File: src/rtl/regfile_sb.sv
// ----------------------------------------------------------------------------
// regfile_sb
//
// General-purpose register file with two combinational read ports, one write
// port and a per-register busy scoreboard. Decode reads operands and busy
// flags and reserves destinations; writeback writes results and releases the
// reservation. Register 0 is hardwired to zero and can never be busy.
//
// Ports:
//   clk, rst        clock; asynchronous active-high reset
//   rs, rt          read indices for port A / port B
//   result1/2       read data for rs / rt
//   busy1/2         busy flag of rs / rt
//   iss_valid       decode requests a reservation of iss_rd
//   iss_rd          destination index to reserve
//   iss_ready       reservation accepted this cycle
//   RegWr, rw, Di   writeback enable, index and data
//   busy_cnt        number of registers currently busy (registered count)
//
// Handshake: a reservation takes effect at the rising edge where
// iss_valid && iss_ready. iss_ready never asserts without iss_valid. A
// rejected request has no effect; decode holds iss_valid/iss_rd and retries.
//
// Build option: define RFILE_BYPASS_EN for write-first forwarding from the
// writeback port to both read ports. Without it, a write becomes visible on
// the read ports the cycle after its edge.
// ----------------------------------------------------------------------------
module regfile_sb #(
  parameter int DATA_W = 32,
  parameter int ADDR_W = 5
) (
  input  logic              clk,
  input  logic              rst,
  input  logic [ADDR_W-1:0] rs,
  input  logic [ADDR_W-1:0] rt,
  output logic [DATA_W-1:0] result1,
  output logic [DATA_W-1:0] result2,
  output logic              busy1,
  output logic              busy2,
  input  logic              iss_valid,
  input  logic [ADDR_W-1:0] iss_rd,
  output logic              iss_ready,
  input  logic              RegWr,
  input  logic [ADDR_W-1:0] rw,
  input  logic [DATA_W-1:0] Di,
  output logic [ADDR_W:0]   busy_cnt
);

  localparam int DEPTH = 1 << ADDR_W;
  localparam logic [ADDR_W:0] CNT_ONE = {{ADDR_W{1'b0}}, 1'b1};

  logic [DATA_W-1:0] mem [DEPTH];
  logic [DEPTH-1:0]  busy;
  logic [DEPTH-1:0]  busy_next;

  logic wr_en;
  logic set_en;
  logic clr_en;

  // Writes to index 0 are dropped so it always holds zero.
  assign wr_en = RegWr && (rw != '0);

  // A busy destination may still be reserved when writeback releases it in
  // the same cycle: the release and the new reservation hand over cleanly.
  assign iss_ready = iss_valid &&
                     ((iss_rd == '0) || !busy[iss_rd] || (RegWr && (rw == iss_rd)));

  // Reserving index 0 is accepted but never marks anything busy.
  assign set_en = iss_ready && (iss_rd != '0);
  // Only a write that actually clears a set bit counts as a release.
  assign clr_en = wr_en && busy[rw];

  // Read ports
  always_comb begin
    result1 = (rs == '0) ? '0 : mem[rs];
    result2 = (rt == '0) ? '0 : mem[rt];
    busy1   = (rs != '0) && busy[rs];
    busy2   = (rt != '0) && busy[rt];
`ifdef RFILE_BYPASS_EN
    // Forward the write in flight; a same-cycle reservation of the same index
    // only shows up as busy on the next cycle.
    if (wr_en && (rw == rs)) begin
      result1 = Di;
      busy1   = 1'b0;
    end
    if (wr_en && (rw == rt)) begin
      result2 = Di;
      busy2   = 1'b0;
    end
`endif
  end

  // Next busy vector: the clear is applied first so a same-index set wins.
  always_comb begin
    busy_next = busy;
    if (wr_en) busy_next[rw] = 1'b0;
    if (set_en) busy_next[iss_rd] = 1'b1;
  end

  // Register storage
  always_ff @(posedge clk or posedge rst) begin
    if (rst) begin
      for (int i = 0; i < DEPTH; i++) mem[i] <= '0;
    end else if (wr_en) begin
      mem[rw] <= Di;
    end
  end

  // Scoreboard bits and running count. Set and clear in the same cycle
  // cancel whether or not they hit the same index: a same-index pair can only
  // happen on an already busy register, which stays busy.
  always_ff @(posedge clk or posedge rst) begin
    if (rst) begin
      busy     <= '0;
      busy_cnt <= '0;
    end else begin
      busy <= busy_next;
      case ({set_en, clr_en})
        2'b10:   busy_cnt <= busy_cnt + CNT_ONE;
        2'b01:   busy_cnt <= busy_cnt - CNT_ONE;
        default: busy_cnt <= busy_cnt;
      endcase
    end
  end

endmodule

File: config.mk
export PLATFORM = sky130hd
export DESIGN_NAME = regfile_sb
export DESIGN_NICKNAME = d
export VERILOG_FILES = /design/src/rtl/regfile_sb.sv
export SDC_FILE = /design/constraint.sdc
export NUM_CORES = 2
export LEC_CHECK = 0
export CORE_MARGIN = 1.5
export CORE_UTILIZATION = 25
export DETAILED_ROUTE_END_ITERATION = 12
export GPL_TIMING_DRIVEN = 1
export PLACE_DENSITY_LB_ADDON = 0.1
export SETUP_SLACK_MARGIN = 0.5
export SLEW_MARGIN = 0
export SYNTH_ARGS = -nofsm -noshare
export SYNTH_HDL_FRONTEND = slang
export SYNTH_SLANG_ARGS = --single-unit
File: constraint.sdc
create_clock -name clk -period 59.9 [get_ports clk]
set_clock_uncertainty 0.05 [all_clocks]
set_input_delay 17.97 -clock clk [delete_from_list [all_inputs] [get_ports clk]]
set_output_delay 17.97 -clock clk [all_outputs]
set_load 0.01 [all_outputs]
Yosys cells after proc, flatten, opt, wreduce, memory -nomap -nowiden --
Cells that the tools add are included.
Cells by class: add/sub/neg operators 2, reductions and logical operators 21, order comparisons 10, eq/ne operators 3, bitwise logic cells 6, muxes and demuxes 26
Operators by type and width (number):
- $bwmux 1024 | 1
- $bmux 32 s5 | 2
- $mux 32 | 9
- $demux 32 s5 | 1
- $and 32x32->32 | 1
- $not 32->32 | 1
- $or 32x32->32 | 1
- $lt 5x6->1 const B | 4
- $bmux 1 s5 | 4
- $reduce_bool 5->1 | 4
- $ge 6x6->1 const B | 3
- $not 5->6 | 3
- $logic_not 5->1 | 3
- $pmux 6 s2 | 1
- $demux 1 s5 | 2
- $ge 5x1->1 const B | 2
- $logic_and 1x1->1 | 10
- $add 6x1->6 const B | 1
- $lt 6x1->1 const B | 1
- $mux 1 | 6
- $sub 6x1->6 const B | 1
- $eq 5x5->1 | 1
- $eq 2x1->1 const B | 1
- $eq 2x2->1 const B | 1
- other kinds (3) | 4
Word-level totals: input port bits 56, output and inout port bits 73, word-level logic and storage cells 102, register bits 1062

Longest topological paths before layout --
word-level depth 9, gate-level depth with buffers 15, mapped depth without buffers 13

Worst setup path before layout --
No wires, ideal clock.
path kind input-to-output, start in rs[1], end out busy1, required time 41880 ps, slack 22169 ps, stages on the path 6, data arrival time 19711 ps, path buffers 3, cells stage by stage clkbuf_1 > buf_2 > clkbuf_1 > mux4_2 > mux4_2 > a21o_1
On the way: word-level cells in the longest chain between the ends 3, elaborated cells on any way between the ends 4, those cells by class 2 x mux; 2 x reduce/logical
RTL lines:
- start, declared | RTL line 34 | input logic [ADDR_W-1:0] rs,
- $bmux 1 s5 | RTL line 77 | busy1 = (rs != '0) && busy[rs];
- $mux 1 (implied by the code) | RTL line 77
- $logic_and 1x1->1 (*) | RTL line 77
- end, declared | RTL line 38 | output logic busy1,
Mark *: on every way between the ends. The rest lies on a longest branch, timed or not. The select of a mux whose other input is x is not followed.

Worst setup path after layout --
start in rs[0], end out result1[28]
On the way: word-level cells in the longest chain between the ends 5, elaborated cells on any way between the ends 6, those cells by class 4 x mux; 1 x bitwise; 1 x reduce/logical
RTL lines:
- $not 5->6 (implied by the code) | RTL line 75 | result1 = (rs == '0) ? '0 : mem[rs];
- $bmux 32 s5 | RTL line 75
- $mux 32 (implied by the code) (2 in a row) | RTL line 75
- $mux 32 (*) | RTL line 75
- end, declared | RTL line 36 | output logic [DATA_W-1:0] result1,
Marks and branches as above.

==> metrics <==
worst hold path depth=0; worst reg-to-reg setup slack=56.12 ns; Peak Freq=24.94 MHz; xor/xnor share of the synthesized area=0.1380%; actual slew at the worst max-slew pin=1.199 ns; effective utilization at floorplan=25.12%; arrival time at the worst endpoint=22.08 ns; Peak VDD IR=0.00002653 V; # rows=175; slack of the critical path=19.80 ns; total number of yosys warnings=0; post_cts resized=0; Avg Cell Area, Syn=15.73 um^2; sequential-to-total area share from yosys stat=46.54%; Clk Latency, worst-skew pair=0.78 ns; number of global-route vias before repair=36500; count of hold-fix buffers inserted at cts=0; Layout Nets=3622; TritonCTS clock tree=done; synth cell count leaders=sky130_fd_sc_hd__dfrtp_1, sky130_fd_sc_hd__mux2_2, sky130_fd_sc_hd__mux4_2, sky130_fd_sc_hd__clkbuf_1, sky130_fd_sc_hd__mux2i_1; leak pwr=0.02785 uW; unrepaired setup endpoints after global routing=no; antenna violations before repair=9; Syn Nets=3692; dominant combinational cell family by area after synthesis=multiplexers; Max-Cap Viols=0; post-route ant nets=0; worst reg2reg path endpoint=busy_cnt[5]$_DFFE_PP0P_; final global-route overflow total=0; Max clock buf depth=3; fill count=22800; type of element capturing the critical path=output pin; Die Footprint=0.2313 mm^2; detailed-routing iteration count for the pre-antenna-repair pass=7; global-route wire length before repair=296100 um; most frequently used flop master after synthesis=sky130_fd_sc_hd__dfrtp_1; post-synth cell types=55; vias after detailed routing=33900; pin count of the biggest net entering global routing=162; Final Hold Violating Endpoints=0; highest fanout seen on the critical path=58; setup-violating endpoint count in the final report=0; DIE WIDTH=480.9 um; CP Capture Point=result1[28]; number of slew-limit violations in the final report=0; floorplan core area=0.2273 mm^2; synthesized-area fraction occupied by adder cells=0.1446%; number of setup buffers added after CTS=0; post-route DRC violation count=0; EDFF count, synth=0; die outline height=480.9 um; overall routed net length=205700 um; synthesized instance count=3630; clock buffer count from CTS=137; post-synthesis mux area share=45.92%; clock slew at reported path FFs=0.06 ns; per-cell routed wire length=30.80 um; nature of the critical path startpoint=input port; buffer cell driving the clock tree root=sky130_fd_sc_hd__clkbuf_16; starting DRC count in detailed routing=1959; final period utilization=66.94%; Final TNS setup=0 ns; Setup Slack @ Placement=19.58 ns; CP Data Required Time=41.88 ns; area fraction in compound gates after synthesis=2.380%; GRT Util Overall=17.99%; FF/Latch Area=0.02658 mm^2; count leader, synth=sky130_fd_sc_hd__dfrtp_1; PwrDens=34.73 mW/mm^2; relative slew slack=19.79%; post-synthesis instance area=0.05710 mm^2; Setup CP Type=in2out; logic depth of the worst register-to-register path=11; area occupied by multi-input gates=0.02884 mm^2; top post-synthesis cells by area=sky130_fd_sc_hd__dfrtp_1, sky130_fd_sc_hd__mux4_2, sky130_fd_sc_hd__mux2_2; CTS H-tree depth=4; Sinks on Clock Net=1062; launch point of the worst reg-to-reg path=busy[2]$_DFF_PP0_; largest area contributor in the synthesized netlist=sky130_fd_sc_hd__dfrtp_1; gp weighted congestion=0.7201; fraction of final layout cells with drive strength greater than 1=53.22%; P&R area growth vs syn=15.10%; status=finished clean; fraction of synthesized cell area taken by the top area cell type=46.54%; final critical-path required period=40.10 ns; simple logic cell fraction of the synthesized area=1.462%; Yosys reg bits=1062; Avg Vias per Cell=5.074; Worst setup startpoint=rs[0]; Port Buffer Count=128; worst hold path class=reg2reg; Boundary Pins=129; post-synthesis async set-or-reset flop share=100.0%; sum of net half-perimeters after detailed placement=112900 um
[sequential cells by signal, indices dropped and copies added (netlist names)]
register	count
busy	32
mem	1024
busy_cnt	6
[cells in the final DEF, fill, tap and decap left out, types with 63 or more instances in the layout]
cell / count
sky130_fd_sc_hd__a21o_1: 67
sky130_fd_sc_hd__clkbuf_16: 141
sky130_fd_sc_hd__nand2_1: 63
sky130_fd_sc_hd__dfrtp_1: 1062
sky130_fd_sc_hd__clkdlybuf4s50_1: 118
sky130_fd_sc_hd__buf_4: 85
sky130_fd_sc_hd__mux4_2: 598
sky130_fd_sc_hd__o22ai_1: 71
sky130_fd_sc_hd__mux2_2: 998
sky130_fd_sc_hd__mux2i_1: 151
[metrics by stage]
step	cell area (um^2)	std cells	utilization (%)	total power [uW]	hold slack, ns
floorplan	57100	3630	-	1300	0.3913
global placement	61210	6430	26.93	1457	0.3282
detailed placement	61210	6430	26.93	1463	0.3333
CTS	65710	6675	28.91	2322	0.3456
global route	65710	6676	28.91	2399	0.3554
finish	65720	6680	28.92	2283	0.3405
[critical path: stages]
cell	delay, ns
sky130_fd_sc_hd__buf_8	0.55
sky130_fd_sc_hd__buf_4	0.81
sky130_fd_sc_hd__buf_4	0.77
sky130_fd_sc_hd__mux4_2	0.60
sky130_fd_sc_hd__mux4_2	0.49
sky130_fd_sc_hd__a21o_1	0.28
sky130_fd_sc_hd__clkdlybuf4s50_1	0.51
[report_power, final]
group          switching [uW]  internal [uW]
clock network             344            495
registers                 102            856
logic                     193            292
[per-layer routing]
metal / track usage [%] / vias to the layer above / routed length, um
li1: - / 14030 / -
met1: 24.25 / 19070 / 92900
met2: 30.58 / 571 / 102700
met3: 2.576 / 220 / 6688
met4: 3.746 / 6 / 3456
met5: 0 / - / 28
[cells by family after synthesis]
kind of cell,Yosys count
compound gates,201
xor+xnor,9
fa+ha+maj,6
buf+inv,433
flops,1062
mux,1747
simple gates,172
[layout make-up]
cell class	count	share of cell area (%)
Timing Repair Buffer	213	3.027
Inverter	11	0.07424
Clock inverter	40	0.5921
Multi-Input combinational cell	2135	43.87
Tap cell	3009	5.728
Antenna cell	5	0.01904
Clock buffer	205	6.252
Sequential cell	1062	40.43
[worst min-delay path by stage]
| stage | startpoint | to | slack [ns] |
|---|---|---|---|
| after floorplan | mem[1000]$_DFFE_PP0P_ | mem[1000]$_DFFE_PP0P_ | 0.39 |
| after global placement | mem[997]$_DFFE_PP0P_ | mem[997]$_DFFE_PP0P_ | 0.33 |
| after detailed placement | mem[995]$_DFFE_PP0P_ | mem[995]$_DFFE_PP0P_ | 0.33 |
| after CTS | mem[995]$_DFFE_PP0P_ | mem[995]$_DFFE_PP0P_ | 0.35 |
| after global routing | mem[995]$_DFFE_PP0P_ | mem[995]$_DFFE_PP0P_ | 0.36 |
| final | mem[1006]$_DFFE_PP0P_ | mem[1006]$_DFFE_PP0P_ | 0.34 |
(Power assumes the default switching activity.)
